### src/rtl/fcmp_pkg.sv
// rtl/fcmp_pkg.sv - shared types, constants and field helpers for the fcmp arbiter slice
// Contents: fcmp_op_t compare opcodes, slot_state_t response-slot states,
//           FP_W / FP_EXP_MAX constants, fp_is_nan / fp_is_zero helpers.
package fcmp_pkg;

    localparam int       FP_W       = 32;
    localparam logic [7:0] FP_EXP_MAX = 8'd255;

    typedef enum logic [1:0] {
        FCMP_EQ  = 2'b00,
        FCMP_LT  = 2'b01,
        FCMP_LE  = 2'b10,
        FCMP_RSV = 2'b11
    } fcmp_op_t;

    typedef enum logic {
        SLOT_EMPTY = 1'b0,
        SLOT_FULL  = 1'b1
    } slot_state_t;

    // Any NaN, quiet or signalling.
    function automatic logic fp_is_nan(input logic [FP_W-1:0] v);
        return (v[30:23] == FP_EXP_MAX) && (v[22:0] != 23'd0);
    endfunction

    // +0 or -0.
    function automatic logic fp_is_zero(input logic [FP_W-1:0] v);
        return v[30:0] == 31'd0;
    endfunction

endpackage

### src/rtl/fcmp_core.sv
// rtl/fcmp_core.sv - combinational single-precision EQ/LT/LE compare
// Ports: x1, x2 - IEEE-754 single operands
//        op     - fcmp_op_t encoding (EQ, LT, LE, reserved)
//        y      - compare result, 0 for NaN inputs or reserved op
//        nan    - at least one operand is NaN
module fcmp_core
    import fcmp_pkg::*;
(
    input  logic [FP_W-1:0] x1,
    input  logic [FP_W-1:0] x2,
    input  logic [1:0]      op,
    output logic            y,
    output logic            nan
);

    logic        s1;
    logic        s2;
    logic [30:0] m1;
    logic [30:0] m2;
    logic        both_zero;
    logic        eq;
    logic        lt;

    assign s1 = x1[31];
    assign s2 = x2[31];
    assign m1 = x1[30:0];
    assign m2 = x2[30:0];

    assign nan       = fp_is_nan(x1) || fp_is_nan(x2);
    assign both_zero = fp_is_zero(x1) && fp_is_zero(x2);

    // -0 and +0 are equal even though their bit patterns differ.
    assign eq = both_zero || (x1 == x2);

    // Sign-magnitude ordering; negative magnitudes compare reversed.
    always_comb begin
        lt = 1'b0;
        if (both_zero) begin
            lt = 1'b0;
        end else if (s1 != s2) begin
            lt = s1;
        end else if (!s1) begin
            lt = m1 < m2;
        end else begin
            lt = m1 > m2;
        end
    end

    always_comb begin
        y = 1'b0;
        if (!nan) begin
            case (fcmp_op_t'(op))
                FCMP_EQ:  y = eq;
                FCMP_LT:  y = lt;
                FCMP_LE:  y = lt || eq;
                FCMP_RSV: y = 1'b0;
                default:  y = 1'b0;
            endcase
        end
    end

endmodule

### src/rtl/fcmp_arb.sv
// rtl/fcmp_arb.sv - requester arbiter sharing one fcmp_core, with a one-entry response slot
// Config: FCMP_ARB_RR_EN defined -> round-robin from ptr; undefined -> fixed priority, lowest index wins.
// Ports: clk, rst (sync, active-high)
//        req_valid/req_ready [N_REQ]      - per-requester handshake, ready is one-hot or zero
//        req_op [N_REQ*2], req_x1/req_x2 [N_REQ*32] - packed per-requester op and operands
//        resp_valid/resp_ready            - response slot handshake
//        resp_id, resp_y, resp_nan        - registered response payload
module fcmp_arb
    import fcmp_pkg::*;
#(
    parameter int N_REQ = 4,
    parameter int ID_W  = $clog2(N_REQ)
)
(
    input  logic                  clk,
    input  logic                  rst,
    input  logic [N_REQ-1:0]      req_valid,
    output logic [N_REQ-1:0]      req_ready,
    input  logic [N_REQ*2-1:0]    req_op,
    input  logic [N_REQ*FP_W-1:0] req_x1,
    input  logic [N_REQ*FP_W-1:0] req_x2,
    output logic                  resp_valid,
    input  logic                  resp_ready,
    output logic [ID_W-1:0]       resp_id,
    output logic                  resp_y,
    output logic                  resp_nan
);

    slot_state_t     state;
    logic            accept;
    logic            found;
    logic [ID_W-1:0] gnt_id;
    logic            hs;
    logic [1:0]      g_op;
    logic [FP_W-1:0] g_x1;
    logic [FP_W-1:0] g_x2;
    logic            c_y;
    logic            c_nan;
    int              idx;

`ifdef FCMP_ARB_RR_EN
    logic [ID_W-1:0] ptr;
`endif

    assign resp_valid = (state == SLOT_FULL);

    // Slot is free, or its current occupant leaves this same cycle.
    assign accept = !resp_valid || resp_ready;

    // Priority scan: from ptr when round-robin is built, from 0 otherwise.
    always_comb begin
        found  = 1'b0;
        gnt_id = '0;
        idx    = 0;
        for (int k = 0; k < N_REQ; k++) begin
`ifdef FCMP_ARB_RR_EN
            idx = (int'(ptr) + k) % N_REQ;
`else
            idx = k;
`endif
            if (!found && req_valid[idx]) begin
                found  = 1'b1;
                gnt_id = ID_W'(idx);
            end
        end
    end

    // Ready is masked during reset so nothing is consumed by a cycle whose
    // response would be thrown away.
    assign hs = found && accept && !rst;

    always_comb begin
        req_ready = '0;
        if (hs) begin
            req_ready[gnt_id] = 1'b1;
        end
    end

    // Single shared comparator fed from the granted requester.
    always_comb begin
        g_op = req_op[int'(gnt_id)*2 +: 2];
        g_x1 = req_x1[int'(gnt_id)*FP_W +: FP_W];
        g_x2 = req_x2[int'(gnt_id)*FP_W +: FP_W];
    end

    fcmp_core u_core (
        .x1  (g_x1),
        .x2  (g_x2),
        .op  (g_op),
        .y   (c_y),
        .nan (c_nan)
    );

    // Slot FSM: EMPTY <-> FULL; a grant always (re)fills, a drain without grant empties.
    always_ff @(posedge clk) begin
        if (rst) begin
            state    <= SLOT_EMPTY;
            resp_y   <= 1'b0;
            resp_nan <= 1'b0;
            resp_id  <= '0;
`ifdef FCMP_ARB_RR_EN
            ptr      <= '0;
`endif
        end else if (hs) begin
            state    <= SLOT_FULL;
            resp_y   <= c_y;
            resp_nan <= c_nan;
            resp_id  <= gnt_id;
`ifdef FCMP_ARB_RR_EN
            ptr      <= (int'(gnt_id) == N_REQ - 1) ? '0 : gnt_id + 1'b1;
`endif
        end else if (resp_valid && resp_ready) begin
            state    <= SLOT_EMPTY;
        end
    end

endmodule

### config.mk
export PLATFORM = sky130hd
export DESIGN_NAME = fcmp_arb
export DESIGN_NICKNAME = d
export VERILOG_FILES = /design/src/rtl/fcmp_pkg.sv /design/src/rtl/fcmp_core.sv /design/src/rtl/fcmp_arb.sv
export SDC_FILE = /design/constraint.sdc
export NUM_CORES = 1
export LEC_CHECK = 0
export CAP_MARGIN = 20
export CELL_PAD_IN_SITES_DETAIL_PLACEMENT = 1
export CELL_PAD_IN_SITES_GLOBAL_PLACEMENT = 2
export CORE_MARGIN = 5
export CORE_UTILIZATION = 18
export CTS_BUF_LIST = sky130_fd_sc_hd__clkbuf_2
export CTS_CLUSTER_DIAMETER = 40
export DETAILED_ROUTE_END_ITERATION = 8
export PLACE_DENSITY = 0.95
export SYNTH_ARGS = -nofsm -noshare
export SYNTH_HDL_FRONTEND = slang
export SYNTH_SLANG_ARGS = --single-unit
### constraint.sdc
create_clock -name clk -period 6.9 [get_ports clk]
set_clock_uncertainty 0.1 [all_clocks]
set_input_delay 0.69 -clock clk [delete_from_list [all_inputs] [get_ports clk]]
set_output_delay 0.69 -clock clk [all_outputs]
set_load 0.05 [all_outputs]
# Word level (Yosys, flattened, before mapping)
# Cells that the tools add are included.
dict set report op_classes {
  reduce_logical 25
  order_cmp 4
  eq_ne 7
  mux 17
  shifts 3
}
# operator count
set op_table {}
lappend op_table {{indexed part select 128 x 8 -> 32 bit} 2}
lappend op_table {{zero test 31 bit} 2}
lappend op_table {{nonzero test 23 bit} 2}
lappend op_table {{== test 32 bit} 1}
lappend op_table {{greater-than comparator 31 bit} 1}
lappend op_table {{less-than comparator 31 bit} 1}
lappend op_table {{== test 8 bit (second input constant)} 2}
lappend op_table {{2-to-1 mux 1 bit} 12}
lappend op_table {{logical AND 1 bit} 10}
lappend op_table {{indexed part select 8 x 4 -> 2 bit} 1}
lappend op_table {{zero test 1 bit} 5}
lappend op_table {{== test 2 bit (second input constant)} 2}
lappend op_table {{logical OR 1 bit} 4}
lappend op_table {{2-to-1 mux 2 bit} 2}
lappend op_table {{2-to-1 mux 4 bit} 1}
lappend op_table {{case mux 1 bit (4 select lines)} 1}
lappend op_table {{less-than comparator 2 x 3 -> 1 bit (second input constant)} 1}
lappend op_table {{demux 1 bit (select 2 bit)} 1}
lappend op_table {{== test 2 x 1 -> 1 bit (second input constant)} 1}
lappend op_table {{>= comparator 2 x 1 -> 1 bit (second input constant)} 1}
lappend op_table {{zero test 2 bit} 1}
lappend op_table {{nonzero test 2 bit} 1}
lappend op_table {{inequality test 1 bit} 1}
dict set report totals {
  register_bits 5
  input_bits 271
}

# Longest topological paths before layout
dict set report logic_depth {
  depth_word 18
  depth_mapped 21
  ltp_nobuf 15
}

# Modules after synthesis
# A second synthesis with hierarchy kept.
dict set report hier_totals {
  cells_unflattened 490
  hier_area_um2 3310.7
}
# mod seq_area_each_um2 instances cells_per_inst area_each_um2
set modules_own_cells {}
lappend modules_own_cells {fcmp_arb 100.1 1 341 2245.9}
lappend modules_own_cells {fcmp_core 0.0 1 149 1064.8}

# Worst setup path after synthesis
# Ideal clock, no wire load.
dict set report synth_path {
  kind {input-to-reg}
  startpoint {input port req_valid[1]}
  endpoint {register resp_y}
  t_arrival_ns 4.524
  path_slack_ns 2.188
  path_buffers 7
  stages 20
  setup_time_ns 0.088
  t_required_ns 6.712
  cell_sequence {buf_4 > buf_4 > buf_2 > buf_2 > buf_1 > clkbuf_1 > buf_1 > o21ai_0 > a22oi_1 > inv_1 > ha_1 > nand4_1 > nor2_1 > nand4_1 > or2_2 > nor4_1 > o21a_1 > o41ai_1 > a221o_1 > a311oi_2}
}
dict set report synth_between {
  elab_chain_cells 16
  elab_cells_between_ends 41
  cone_classes {order compare (2); eq/ne (7); shift (3); mux (11); reduce/logical (18)}
}
# item line_no
set synth_lines {}
lappend synth_lines {{from (decl)} fcmp_arb.sv:17} ;# input logic [N_REQ-1:0] req_valid,
lappend synth_lines {{logical AND 1 bit *} fcmp_arb.sv:61} ;# if (!found && req_valid[idx]) begin
lappend synth_lines {{2-to-1 mux 1 bit} fcmp_arb.sv:61}
lappend synth_lines {{zero test 1 bit} fcmp_arb.sv:61}
lappend synth_lines {{logical AND 1 bit} fcmp_arb.sv:61}
lappend synth_lines {{2-to-1 mux 1 bit} fcmp_arb.sv:61}
lappend synth_lines {{zero test 1 bit} fcmp_arb.sv:61}
lappend synth_lines {{logical AND 1 bit} fcmp_arb.sv:61}
lappend synth_lines {{2-to-1 mux 2 bit} fcmp_arb.sv:61}
lappend synth_lines {{indexed part select 128 x 8 -> 32 bit, on equally long branches} {fcmp_arb.sv:82, fcmp_arb.sv:83}}
lappend synth_lines {{less-than comparator 31 bit / greater-than comparator 31 bit (equally long branches)} {fcmp_core.sv:43, fcmp_core.sv:45}}
lappend synth_lines {{2-to-1 mux 1 bit} fcmp_core.sv:42} ;# end else if (!s1) begin
lappend synth_lines {{2-to-1 mux 1 bit} fcmp_core.sv:40} ;# end else if (s1 != s2) begin
lappend synth_lines {{2-to-1 mux 1 bit} fcmp_core.sv:38} ;# if (both_zero) begin
lappend synth_lines {{logical OR 1 bit} fcmp_core.sv:55} ;# FCMP_LE: y = lt || eq;
lappend synth_lines {{case mux 1 bit (4 select lines)} fcmp_core.sv:52} ;# case (fcmp_op_t'(op))
lappend synth_lines {{2-to-1 mux 1 bit} fcmp_core.sv:51} ;# if (!nan) begin
lappend synth_lines {{to (signal assigned)} fcmp_arb.sv:106} ;# resp_y <= c_y;
lappend synth_lines {{to (decl)} fcmp_arb.sv:25} ;# output logic resp_y,
# Mark *: on every way between the ends. The rest lies on a longest branch, timed or not.
# A chain may end at the register's enable or synchronous reset.

# Worst setup path after layout
dict set report layout_path {
  startpoint {input port req_valid[3]}
  endpoint {register resp_y}
}
dict set report layout_between {
  elab_chain_cells 10
  elab_cells_between_ends 33
  cone_classes {order compare (2); eq/ne (7); shift (3); mux (7); reduce/logical (14)}
}
# item line_no
set layout_lines {}
lappend layout_lines {{logical AND 1 bit *} fcmp_arb.sv:61}
lappend layout_lines {{2-to-1 mux 2 bit} fcmp_arb.sv:61}
lappend layout_lines {{indexed part select 128 x 8 -> 32 bit, on equally long branches} {fcmp_arb.sv:82, fcmp_arb.sv:83}}
lappend layout_lines {{less-than comparator 31 bit / greater-than comparator 31 bit (equally long branches)} {fcmp_core.sv:43, fcmp_core.sv:45}}
lappend layout_lines {{2-to-1 mux 1 bit} fcmp_core.sv:42}
lappend layout_lines {{2-to-1 mux 1 bit} fcmp_core.sv:40}
lappend layout_lines {{2-to-1 mux 1 bit} fcmp_core.sv:38}
lappend layout_lines {{logical OR 1 bit} fcmp_core.sv:55}
lappend layout_lines {{case mux 1 bit (4 select lines)} fcmp_core.sv:52}
lappend layout_lines {{2-to-1 mux 1 bit} fcmp_core.sv:51}
# Marks and branches as above.

==> metrics <==
TritonCTS buffer count=3; Wirelength per Cell=23.8 um; crit path buf inv count=3; GRT Resource Usage Total=20.6%; Die Area=0.0246 mm^2; chip width=157 um; Routed Antenna Nets=0; crit end category=flip-flop; Final min period=5.29 ns; DR DRC count=0; top_reg_cell synth=dfxtp_1; Max FO, Critical Path=46; met2 Use GR=35.7%; Reg clk slew, reported paths=0.07 ns; DRT iter0 DRCs=423; # diodes=0; CP Cell Sequence=buf_2, buf_4, nor2b_1, a22oi_1, o21ai_0, a22oi_1, inv_1, ha_1, nand4_1, nor2_1, nand4_1, or2_2, nor4_1, o21a_1, o41ai_1, a221o_1, a311oi_2; Commonest cells post-synth=61 x nand2_1, 59 x a21oi_1, 56 x o21ai_0; Ports=280; routed vias/inst=5.36; M1 GR Usage=25.9%; Slew Limit Fails=0; number of synthesized register bits=5; Core Rows=53; Syn Area/Cell=6.28 um^2; Pre-Repair DR Iteration Count=5; maximum clock frequency=189 MHz; port buffer count=279; Async S/R FF share, synth=0%; simple-gate share of the synthesized area=36.0%; Top delay family on crit path=simple AND/OR/NAND/NOR gates; slew of the pin with the lowest slew margin=1.09 ns; nets=1152; Reg area=100 um^2; post-CTS setup buffer count=0; largest net degree at the start of global routing=69; Synth top area share=8.71%; chip height=157 um; first-pass GRT wire length=38.9 mm; max cap viols=0; Worst Path Required=6.95 ns; CP max stage cell=nor2b_1; RSZ-0062 raised after global routing=false; Yosys cell types=73; CP max stage delay=0.71 ns; WS Path Type=in -> reg; Post-CTS Hold Fix Bufs=0; worst slew margin relative to its limit=26.8%; clock root buffer=clkbuf_2; Cell Area, Synth=0.00388 mm^2; fin util=32.5%; post-synthesis sequential area ratio=2.58%; cells resized by post-CTS repair=0; number of flops mapped to enable cells by yosys=0; peak supply drop=0.0000224 V; Fin. Hold Viols=0; antenna violations before repair=0; Hold WC Path Type=reg -> reg; Compound-Gate Fraction of Synth Area=40.0%; largest family of logic cells by synthesized area=compound AO/OA/AOI/OAI gates; CTS tree=done; final setup vio count=0; most common cell in the synthesized netlist=nand2_1; DP Wirelength=22.3 mm; # fillers=2657; area of the multi-input gates=0.00343 mm^2; met3 Usage GRT=4.42%; Final Routed Wirelength=26.9 mm; Layout area overhead=76.6%; leak pwr=2.42 nW; gr busiest metal=met2; Final Cycle Share=76.7%; Worst EP arrival=5.34 ns; vias in the first global route=6481; adder-cell share of the synthesized area=9.75%; Initial Utilization=18.4%; Synth area leaders=ha_1 8.7%, a21oi_1 7.6%, o21ai_0 7.2%; CTS Sinks=5; Total Neg Setup Slack=0 ns; Yosys top cell by area=ha_1; CP Launch Type=input pin; via count=6044; Cells after Synth=617; Core Region=0.0211 mm^2; Max clock buf depth=2; mux cell area share after synthesis=1.16%; H-tree depth=1; Clock Latency Late Sink=0.23 ns; post-synth net total=915; Power Density=78.8 mW/mm^2; Synth Area in XOR/XNOR=1.36%; share of post-route cells with drive strength above 1=4.10%; grt total ovfl=0; Synth Warn #=0; status=complete, no violations; Final Wtd Congestion=0.916
==> worst reg2reg max path, delay by kind of cell, from the launching register on <==
family / cells / cell delay, ns
DFF: 1 / 0.32
AOI/OAI and AO/OA: 4 / 1.23
and+or+nand+nor: 1 / 0.09
==> final timing paths <==
path                start         end  slack [ns]  cells past startpoint
max          req_valid[3]      resp_y        1.61                     17
min            resp_id[0]  resp_id[0]        0.39                      2
max reg2reg    resp_valid      resp_y        5.07                      5
min reg2reg    resp_id[0]  resp_id[0]        0.39                      2
==> cells in the final DEF, fill, tap and decap left out, types with 9 or more instances in the layout <==
cell type / n
clkdlybuf4s50_1: 275
nand2_1: 61
a21oi_1: 59
o21ai_0: 56
nor2_1: 52
ha_1: 27
inv_1: 24
nor3_1: 19
nor4b_1: 17
nor2b_1: 16
nand2b_1: 14
a22oi_1: 13
o22ai_1: 12
buf_4: 12
nor4_1: 10
nand3_1: 10
o221ai_1: 10
nor3b_1: 9
nand3b_1: 9
==> state kept, by name, summed over array words and instances (netlist names) <==
signal and flops:
resp_nan 1, resp_id 2, resp_valid 1, resp_y 1
==> layout make-up <==
cell class / count / share of cell area, %
Sequential cell: 5 / 1.46
Inverter: 27 / 1.48
Tap cell: 275 / 5.02
Multi-Input combinational cell: 528 / 50.1
Clock buffer: 4 / 0.292
Timing Repair Buffer: 289 / 41.7
==> metal layers <==
| layer | routed length [um] | vias to the layer above | part of all wire [%] |
|---|---|---|---|
| li1 | - | 2833 | - |
| met1 | 11400 | 2899 | 42 |
| met2 | 12500 | 278 | 46 |
| met3 | 2330 | 34 | 8.7 |
| met4 | 638 | 0 | 2.4 |
| met5 | 0 | - | 0 |
==> report_power, final <==
group          switching (W)   total, W  internal, W
registers         0.00000110  0.0000319    0.0000308
logic               0.000235   0.000479     0.000244
clock network      0.0000129  0.0000283    0.0000154
total               0.000249   0.000540     0.000290
==> stage by stage <==
step	worst slack (ns)	area (um^2)	cells	hold WS, ns	power, W
3_3_place_gp	1.52	6830	1124	0.371	0.000507
4_1_cts	1.70	6850	1128	0.397	0.000541
6_report	1.61	6850	1128	0.393	0.000540
2_1_floorplan	2.19	3880	617	0.623	0.000253
3_5_place_dp	1.46	6830	1124	0.383	0.000509
5_1_grt	1.44	6850	1128	0.423	0.000582
==> cells by family after synthesis <==
group	after synthesis
adder cells (fa/ha/maj)	31
multiplexers	4
AO/OA/AOI/OAI	234
flip-flops	5
XOR/XNOR	6
AND/OR/NAND/NOR	253
buffers and inverters	84
No activity file was read; power rests on OpenSTA's default activity.
